--- src/rtl/ula32_serial.sv ---
// Digit-serial 32-bit ALU: one DIGIT-wide slice iterated WIDTH/DIGIT times,
// with valid/ready handshakes on the request and result sides.
module ula32_serial #(
  parameter int WIDTH = 32,
  parameter int DIGIT = 4
) (
  input  logic             clk,
  input  logic             rst,
  input  logic             in_valid,
  output logic             in_ready,
  input  logic [2:0]       ula_ctrl,
  input  logic [WIDTH-1:0] src_a,
  input  logic [WIDTH-1:0] src_b,
  input  logic             add_sub,
  output logic             out_valid,
  input  logic             out_ready,
  output logic [WIDTH-1:0] ula_out,
  output logic             overflow,
  output logic             zero
);

  localparam int N  = WIDTH / DIGIT;
  localparam int CW = (N > 1) ? $clog2(N) : 1;
  localparam int RW = WIDTH - DIGIT;
  localparam logic [CW-1:0] LAST = CW'(N - 1);

  localparam logic [1:0] IDLE = 2'd0;
  localparam logic [1:0] RUN  = 2'd1;
  localparam logic [1:0] DONE = 2'd2;

  logic [1:0]       state_q, state_d;
  logic [CW-1:0]    cnt_q, cnt_d;
  logic [WIDTH-1:0] a_q, a_d, b_q, b_d;
  logic [RW-1:0]    res_q, res_d;
  logic             carry_q, carry_d;
  logic [2:0]       op_q, op_d;
  logic [WIDTH-1:0] out_q, out_d;
  logic             ovf_q, ovf_d, zero_q, zero_d;

  logic [DIGIT-1:0] a_dig, b_dig, dig_res;
  logic [DIGIT:0]   sum;
  logic             ovf_dig, fin_ovf, inv;
  logic [WIDTH-1:0] full_res, fin_res;

  // B already holds ~B for SUB/SLT, so the MSB-digit overflow test is the plain add rule.
  always_comb begin
    a_dig   = a_q[DIGIT-1:0];
    b_dig   = b_q[DIGIT-1:0];
    sum     = {1'b0, a_dig} + {1'b0, b_dig} + {{DIGIT{1'b0}}, carry_q};
    ovf_dig = (a_dig[DIGIT-1] == b_dig[DIGIT-1]) && (sum[DIGIT-1] != a_dig[DIGIT-1]);
    case (op_q)
      3'b000:  dig_res = a_dig & b_dig;
      3'b001:  dig_res = a_dig | b_dig;
      3'b010:  dig_res = sum[DIGIT-1:0];
      3'b011:  dig_res = sum[DIGIT-1:0];
      3'b100:  dig_res = a_dig ^ b_dig;
      3'b101:  dig_res = ~(a_dig | b_dig);
      default: dig_res = '0;
    endcase
    full_res = {dig_res, res_q};
    if (op_q == 3'b011) fin_res = {{(WIDTH-1){1'b0}}, sum[DIGIT-1] ^ ovf_dig};
    else                fin_res = full_res;
    fin_ovf = (op_q == 3'b010) && ovf_dig;
  end

  always_comb begin
    state_d = state_q;
    cnt_d   = cnt_q;
    a_d     = a_q;
    b_d     = b_q;
    res_d   = res_q;
    carry_d = carry_q;
    op_d    = op_q;
    out_d   = out_q;
    ovf_d   = ovf_q;
    zero_d  = zero_q;
    inv     = ((ula_ctrl == 3'b010) && add_sub) || (ula_ctrl == 3'b011);
    case (state_q)
      IDLE: begin
        if (in_valid) begin
          op_d    = ula_ctrl;
          a_d     = src_a;
          b_d     = inv ? ~src_b : src_b;
          carry_d = inv;
          cnt_d   = '0;
          state_d = RUN;
        end
      end
      RUN: begin
        a_d     = a_q >> DIGIT;
        b_d     = b_q >> DIGIT;
        carry_d = sum[DIGIT];
        res_d   = {dig_res, res_q[RW-1:DIGIT]};
        cnt_d   = cnt_q + CW'(1);
        if (cnt_q == LAST) begin
          out_d   = fin_res;
          ovf_d   = fin_ovf;
          zero_d  = (fin_res == '0);
          state_d = DONE;
        end
      end
      DONE: begin
        if (out_ready) state_d = IDLE;
      end
      default: state_d = IDLE;
    endcase
  end

  always_ff @(posedge clk) begin
    if (!rst) begin
      state_q <= IDLE;
      cnt_q   <= '0;
      a_q     <= '0;
      b_q     <= '0;
      res_q   <= '0;
      carry_q <= 1'b0;
      op_q    <= 3'b000;
      out_q   <= '0;
      ovf_q   <= 1'b0;
      zero_q  <= 1'b0;
    end else begin
      state_q <= state_d;
      cnt_q   <= cnt_d;
      a_q     <= a_d;
      b_q     <= b_d;
      res_q   <= res_d;
      carry_q <= carry_d;
      op_q    <= op_d;
      out_q   <= out_d;
      ovf_q   <= ovf_d;
      zero_q  <= zero_d;
    end
  end

  assign in_ready  = (state_q == IDLE);
  assign out_valid = (state_q == DONE);
  assign ula_out   = out_q;
  assign overflow  = ovf_q;
  assign zero      = zero_q;

endmodule

--- config.mk ---
export PLATFORM = sky130hd
export DESIGN_NAME = ula32_serial
export DESIGN_NICKNAME = d
export VERILOG_FILES = /design/src/rtl/ula32_serial.sv
export SDC_FILE = /design/constraint.sdc
export NUM_CORES = 1
export LEC_CHECK = 0
export CORE_MARGIN = 2
export CORE_UTILIZATION = 45
export CTS_CLUSTER_DIAMETER = 80
export CTS_CLUSTER_SIZE = 30
export DETAILED_ROUTE_END_ITERATION = 10
export GPL_ROUTABILITY_DRIVEN = 0
export PLACE_DENSITY = 0.69
export RECOVER_POWER = 100
export SETUP_SLACK_MARGIN = 0.5
export SLEW_MARGIN = 10
export SYNTH_ARGS = -nofsm -noshare
export SYNTH_HDL_FRONTEND = slang
export SYNTH_SLANG_ARGS = --single-unit
--- constraint.sdc ---
create_clock -name clk -period 5.53 [get_ports clk]
set_input_delay 1.106 -clock clk [delete_from_list [all_inputs] [get_ports clk]]
set_output_delay 1.106 -clock clk [all_outputs]
set_load 0.02 [all_outputs]
# After elaboration in Yosys (flattened, before gate mapping)
# Cells that the tools add are included.
[totals] mem_bits_ro=0 latch_bits=0 input_bits=72 ramBits=0 out_inout_bits=36 ff_bits=135 n_memories=0
[op_classes] n_mux=15 n_reduce_logical=13 shifts=0 order_cmp=0 add_sub_neg=3 multipliers=0 eq_ne=15 div=0 n_bitwise=6
[ops] cell="32-bit 2-to-1 mux" count=4
[ops] cell="32-bit case mux with 2 select lines" count=2
[ops] cell="32-bit zero test" count=1
[ops] cell="32-bit inverter" count=1
[ops] cell="4-bit case mux with 5 select lines" count=1
[ops] cell="3-bit by 2-bit == test with 1-bit output (second input constant)" count=4
[ops] cell="3-bit == test (second input constant)" count=3
[ops] cell="2-bit 2-to-1 mux" count=3
[ops] cell="2-bit case mux with 3 select lines" count=1
[ops] cell="3-bit case mux with 2 select lines" count=1
[ops] cell="2-bit AND reduction" count=3
[ops] cell="4-bit by 4-bit adder with 5-bit output" count=1
[ops] cell="5-bit by 1-bit adder with 5-bit output" count=1
[ops] cell="4-bit AND" count=1
[ops] cell="2-bit != test (second input constant)" count=2
[ops] cell="4-bit inverter" count=1
[ops] cell="4-bit OR" count=1
[ops] cell="4-bit XOR" count=1
[ops] cell="3-bit by 1-bit adder with 3-bit output (second input constant)" count=1
[ops] cell="3-bit by 1-bit == test with 1-bit output (second input constant)" count=1
[ops] cell="1-bit logical AND" count=3
[ops] cell="3-bit zero test" count=1
[ops] cell="3-bit 2-to-1 mux" count=1
[ops] cell="3-bit AND reduction" count=1
[ops] cell="12 further kinds" count=12

# Depth between registers and ports, before layout
[depth] ltp_word=7 mapped_depth=8 mapped_depth_nobuf=8

# Worst setup path after synthesis
# No wires, ideal clock.
[synth_path] kind="flip-flop to flip-flop" start="register a_q[0]" end="register zero_q (netlist: zero)" required_time_ns=5.411 synth_period_minus_slack_ns=2.168 t_arrival_ns=2.049 n_path_buf=0 stages_incl_launch_ff=9 path_slack_ns=3.362 cell_sequence="dfxtp_1 > inv_1 > fa_1 > fa_1 > xor2_1 > o21ai_0 > o311a_4 > nor4b_2 > o221a_1"
[synth_via] elab_chain_cells=7
[synth_rtl] item="start, declared" line_no="33" rtl="logic [WIDTH-1:0] a_q, a_d, b_q, b_d;"
[synth_rtl] item="start signal, assigned" line_no="113" rtl="a_q <= '0;"
[synth_rtl] item="start signal, assigned" line_no="124" rtl="a_q <= a_d;"
[synth_rtl] item="4-bit by 4-bit adder with 5-bit output" line_no="49" rtl="sum = {1'b0, a_dig} + {1'b0, b_dig} + {{DIGIT{1'b0}}, carry_q};"
[synth_rtl] item="5-bit by 1-bit adder with 5-bit output" line_no="49"
[synth_rtl] item="1-bit != test" line_no="50" rtl="ovf_dig = (a_dig[DIGIT-1] == b_dig[DIGIT-1]) && (sum[DIGIT-1] != a_dig[DIGIT-1]);"
[synth_rtl] item="1-bit logical AND" line_no="50"
[synth_rtl] item="1-bit XOR" line_no="61" rtl="if (op_q == 3'b011) fin_res = {{(WIDTH-1){1'b0}}, sum[DIGIT-1] ^ ovf_dig};"
[synth_rtl] item="32-bit 2-to-1 mux (*)" line_no="61"
[synth_rtl] item="32-bit zero test (*)" line_no="98" rtl="zero_d = (fin_res == '0);"
[synth_rtl] item="end signal, assigned" line_no="131" rtl="zero_q <= zero_d;"
[synth_rtl] item="end, declared" line_no="38" rtl="logic ovf_q, ovf_d, zero_q, zero_d;"
# Every way passes the cells marked *; elsewhere a longest branch is shown, timed or not.
# A chain may end at the register's enable or synchronous reset.

# Final worst setup path
[layout_path] start="register state_q[0]" end="register zero_q (netlist: zero)"
[layout_via] elab_chain_cells=2
[layout_rtl] item="start, declared" line_no="31" rtl="logic [1:0] state_q, state_d;"
[layout_rtl] item="start signal, assigned" line_no="122" rtl="state_q <= state_d;"
[layout_rtl] item="2-bit by 1-bit == test with 1-bit output" line_no="78" rtl="case (state_q)"
[layout_rtl] item="2-bit AND reduction (no line)"
# No other way between the ends.

==> flow_summary.toml <==
[power]
seqPwrFrac_pct = 40.9
netSwitchingPower_mw = 0.6159
combPwrFrac_pct = 12.7
p_leak_nw = 3.207
power_mw = 2.583
power.internal_mw = 1.967
power_density_nw_per_um2 = 320.9
max-vdd-ir-drop_mv = 0.2160
switching_share_pct = 23.84
power.share.clock_pct = 46.3

[routing]
first_pass_iters = 5
drt-initial-drc-count = 445
routed_wl_mm = 13.96
avgRoutedWirePerCell_um = 13.93
route.vias.total = 5293
postRouteAntennaNets = 0
drc_errors = 0
vias_per_cell = 5.282

[place]
post-place-cells = 970
io_buffer_count = 107
dp_worst_setup_slack_ns = 2.503
hpwl_mm = 8.889
dpl_cell_area_um2 = 7430

[synth]
ys_seq_area_share_pct = 42.02
synth_nets = 826
ys_top_cells_by_area = "dfxtp_1, nand2_1, xnor2_1, o211a_1, a21boi_0"
yosysWarnings = 0
postSynthCellCount = 742
syn_area_um2 = 6431
synth_edf_count = 0
synth_area_leader_cell = "dfxtp_1"
synth-seq-cells = 135
synth_top_area_share_pct = 42.02
synth_area_per_cell_um2 = 8.667
synth_flop_cell = "dfxtp_1"
ys_types = 51
postSynth.asyncResetShare_pct = 0

[floorplan]
die_height_um = 123.5
start_util_pct = 46.15
rows = 43
dieWidth_um = 123.5
core_area_um2 = 13930
die-area_um2 = 15260
io_pins = 108

[worst_setup_path]
r2r-start = "state_q[0]"
critical_path_class = "flip-flop to flip-flop"
crit_fanout = 90
critPathSlowestCell = "clkbuf_2"
r2r_slack_ns = 1.97
rr_endpoint = "zero"
end_kind = "flip-flop"
reg2regPathDepth = 6
critPathTopFamily = "simple AND/OR/NAND/NOR gates"
crit_buf_inv = 1
worstPathCellList = "nor2b_1, clkbuf_2, nand2_2, and2_1, or2_0, o221a_1"
max_stage_delay_ns = 1.21
arrival_ns = 3.85
cp.required_ns = 5.82
cp-start-kind = "flip-flop"

[hold_path]
hold_class = "flip-flop to flip-flop"
hold_path_end = "b_q[17]"
hold_depth = 2
hp-start = "b_q[21]"

[layout]
seqCellArea_um2 = 2703
fin_nets = 893
design_area_um2 = 8049
n_antenna_cell = 0
nFillCells = 1218
multi_input_area_um2 = 3339
drive_above_1_share_pct = 5.596
syn_to_final_growth_pct = 25.16
final_util_pct = 57.76
fin_cells = 1002

[sta]
setup_viol = 0
setup-tns-final_ns = 0
drv_slew = 227
rsz0062_at_grt = "false"
fmax_mhz = 281.1
worst_slack_ns = 1.973
finalHoldViolCount = 0
tightest_slew_ns = 2.223
timing.final.crit_period_ns = 3.557
skew_ns = 0.006016
hold_ws_ns = 0.4676
relSlewSlack_pct = -48.23
period_share_pct = 64.32

[clock_tree]
postCtsSetupBuffers = 0
clkTransAtPathRegs_ns = 0.06
cts_buffers = 17
cts_tree = "built"
root_buffer = "clkbuf_16"
clockBufferDepth = 2
clock_latency_ns = 0.41
holdBufCountCts = 0
cts_resized = 0
clock-sinks = 135
h-tree-depth = 4

[grt]
grt_overflow = 0
grt_pass1_wl_mm = 22.83
antenna_found_initial = 0
grt_usage_pct = 18.88
grt_pass1_vias = 4936
grt_max_degree = 136

[status]
failed_checks = "capacitance limit, slew limit"
status = "complete, but fails checks"

[flow_run]
maxCapViolations = 2
## cell families after synthesis
family	after synthesis	share of synthesized area (%)
xor+xnor	35	4.767
mux	5	0.7977
compound gates	185	22.72
fa+ha+maj	12	2.568
simple gates	293	20.90
buf+inv	77	6.226
flops	135	42.02
## cell type report
class | instances | area share [%]
multi-input combinational | 530 | 41.49
sequential | 135 | 33.58
timing repair buffer | 112 | 13.68
clock buffer | 21 | 5.721
tap | 180 | 2.798
clock inverter | 11 | 2.130
inverter | 13 | 0.6062
## flip-flops by register name, summed over array words and instances, names as in the netlist
register,flops
cnt_q,3
op_q,3
carry_q,1
ula_out,32
overflow,1
a_q,32
zero,1
res_q,28
b_q,32
state_q,2
## worst reg2reg max path, stage by stage, from the launching register on
cell	delay [ns]
dfxtp_1	0.39
nor2b_1	0.15
clkbuf_2	1.21
nand2_2	0.83
and2_1	0.42
or2_0	0.20
o221a_1	0.24
## synth_stat cells (all sizes together) (2+ instances only)
master  instances
a21boi         63
o211ai          4
a31oi           2
a211oi          2
a211o          28
nand2         150
inv            13
a21oi           8
mux2i           4
dfxtp         135
nand3          36
and2           12
nor2b          35
o211a          28
nor3b           2
nor4            6
fa              2
nor3            4
a22oi          29
buf            33
xnor2          34
o21a            2
ha             10
o21ai          13
nor2           40
clkbuf         31
## layout by cell type, fill, tap and decap left out, drive strengths merged, types with 2 or more instances in the layout
master	count
dlygate4sd3	36
a21oi	8
xnor2	34
a21boi	63
a31oi	2
ha	10
a22oi	29
o211ai	4
bufinv	4
dfxtp	135
nor3b	2
nor2b	35
and2	12
nor4	6
a211o	28
clkbuf	23
inv	14
clkdlybuf4s50	70
clkinvlp	5
nor2	40
o21ai	13
o21a	2
nand2	150
fa	2
o211a	28
a211oi	2
nand3	36
buf	4
nor3	4
mux2i	4
## how the worst max path moves through the flow
stage	endpoint	cells after the start	slack (ns)	start
3_5_place_dp	b_q[27]	7	2.50	ula_ctrl[0]
3_3_place_gp	b_q[1]	7	2.55	ula_ctrl[0]
2_1_floorplan	zero	8	3.36	a_q[0]
4_1_cts	out_valid	2	2.64	state_q[1]
6_report	zero	6	1.97	state_q[0]
5_1_grt	zero	5	1.56	state_q[0]
## metal layers
metal	track usage [%]	part of all wire [%]	vias up
met5	0	0	-
met4	7.813	1.8	0
met3	4.013	4.2	19
met2	32.25	49	117
met1	23.00	45	2477
li1	-	-	2680
## power by group through the flow
stage          Combinational (mW)  Clock (mW)  Sequential [mW]
4_1_cts                     0.335        1.22             1.06
2_1_floorplan               0.251           0             1.07
5_1_grt                     0.368        1.26             1.06
6_report                    0.329        1.20             1.06
3_5_place_dp                0.333           0             1.08
3_3_place_gp                0.323           0             1.08
Note: power is estimated with default switching activity, not from simulation.
==> RTL change (same settings) <==
Change the parameter `DIGIT` from 4 to 2.
--- a/src/rtl/ula32_serial.sv
+++ b/src/rtl/ula32_serial.sv
@@ -4,3 +4,3 @@
   parameter int WIDTH = 32,
-  parameter int DIGIT = 4
+  parameter int DIGIT = 2
 ) (
Check against the original RTL: not equivalent (Yosys sat finds a counterexample within 10 cycles, from zero or initial values and one cycle with rst low).
==> RTL change against the unedited design <==
  * The run still ends with max-capacitance violations, max-slew violations left
  * Via count is 10% higher
  * Final area is 2.2% lower
  * Critical endpoint unchanged
  * Cell count is 6.4% higher
  * Area after synthesis is 3.0% lower
  * Routed wire length is 6.6% higher
  * Clock power is 9% lower
  * Count of clock-buffer cells in the layout is 4 higher
  * Non-clock buffer count is 4 higher
  * Sequential cell count is 3 higher
  * Setup slack worse by 520 ps
  * Total power is 5.7% lower
  * Clock skew hardly changed
  * Register-to-register slack better by 1000 ps
==> RTL change: results (changes against the unedited design) <==
metric	value	unit	change
status	finished with violations		
violations	max-capacitance violations, max-slew violations		
synth_area_leaders	dfxtp_1 (44%), nand2_1 (11%), a21oi_1 (6.2%)		
synth-main-ff-cell	dfxtp_1		
drtIter0Drc	423		-4.9%
total_leakage_power	2.80	nW	-13%
skew	6.34	ps	+0.326 ps
cts_setup_buffers	0		unchanged
grt_pass1_wl	25100	µm	+9.8%
hold_start	ula_out[24]		
ys_types	40		-22%
slew_violations	39		-83%
worst_ep_arrival_time	4410	ps	+560 ps
yosysSeqAreaShare	44.3	%	+2.3 points
drive_above_1_share	5.53	%	-0.066 points
totalWireLength	14900	µm	+6.6%
maxSlewHeadroom	-11.7	%	+36 points
synth_nets	894		+8.2%
fill_cells	1272		+4.4%
crit_fanout	102		+13%
ir_drop	0.248	mV	+15%
rr_worst_depth	6		unchanged
p_int	0.00185	W	-6.1%
nNetsFinal	952		+6.6%
grt_usage	21.0	%	+2.1 points
critPathLaunch	rst		
synth_common_cells	nand2_1 (186), dfxtp_1 (138), a21oi_1 (77), nor2_1 (74), clkbuf_1 (53)		
grt_max_degree	120		-12%
timing.rr.start	a_q[0]		
place_ws	2080	ps	-425 ps
maxCapViolCount	1		-1
vias	5825		+10%
first_global_vias	5353		+8.4%
[RTL change: power by group through the flow]
stage	sequential, W	combinational (W)	clock (W)
4_1_cts	0.00107	0.000273	0.00110
2_1_floorplan	0.00108	0.000187	0
3_5_place_dp	0.00109	0.000272	0
6_report	0.00107	0.000273	0.00109
3_3_place_gp	0.00109	0.000262	0
5_1_grt	0.00108	0.000306	0.00115
[RTL change: final timing paths]
kind	endpoint	slack (ps)
min reg2reg	ula_out[24]	450
max reg2reg	zero	3020
max	zero	1450
min	ula_out[24]	450
[RTL change: area by class of cell]
type                    instances  area, µm²  area share, %
multi-input cells             594       3150           40.0
flip-flops and latches        138       2760           35.1
repair buffers                116       1130           14.4
clock buffers                  25        515           6.55
well taps                     180        225           2.86
clock inverters                 7       62.6          0.795
inverters                       6       22.5          0.286
[RTL change: per-stage QoR]
step           hold slack [ps]  area, µm²  util, %  cells
4_1_cts                    453       7870     57.4   1066
3_5_place_dp               447       7290     53.2   1034
6_report                   446       7870     57.4   1066
3_3_place_gp               433       7290     53.2   1034
5_1_grt                    465       7870     57.4   1066
2_1_floorplan              422       6240        -    815
[RTL change: kinds of logic after synthesis]
logic type / Yosys count / synth area share, %
AND/OR/NAND/NOR: 364 / 25.4
AO/OA/AOI/OAI: 218 / 22.2
flip-flops: 138 / 44.3
buffers and inverters: 83 / 5.62
adder cells (fa/ha/maj): 7 / 1.64
multiplexers: 4 / 0.662
XOR/XNOR: 1 / 0.140
[RTL change: worst max-delay path, stage by stage]
cell	delay [ps]
dlygate4sd3_1	530
clkbuf_1	1210
inv_2	130
buf_4	490
nor3_1	270
or4b_1	450
o31ai_1	200
[RTL change: layer usage]
metal / up-vias / track usage [%] / share of wire (%)
li1: 2973 / - / -
met1: 2671 / 27.6 / 47
met2: 152 / 33.4 / 46
met3: 29 / 4.49 / 4.6
met4: 0 / 8.76 / 2.2
met5: - / 0 / 0
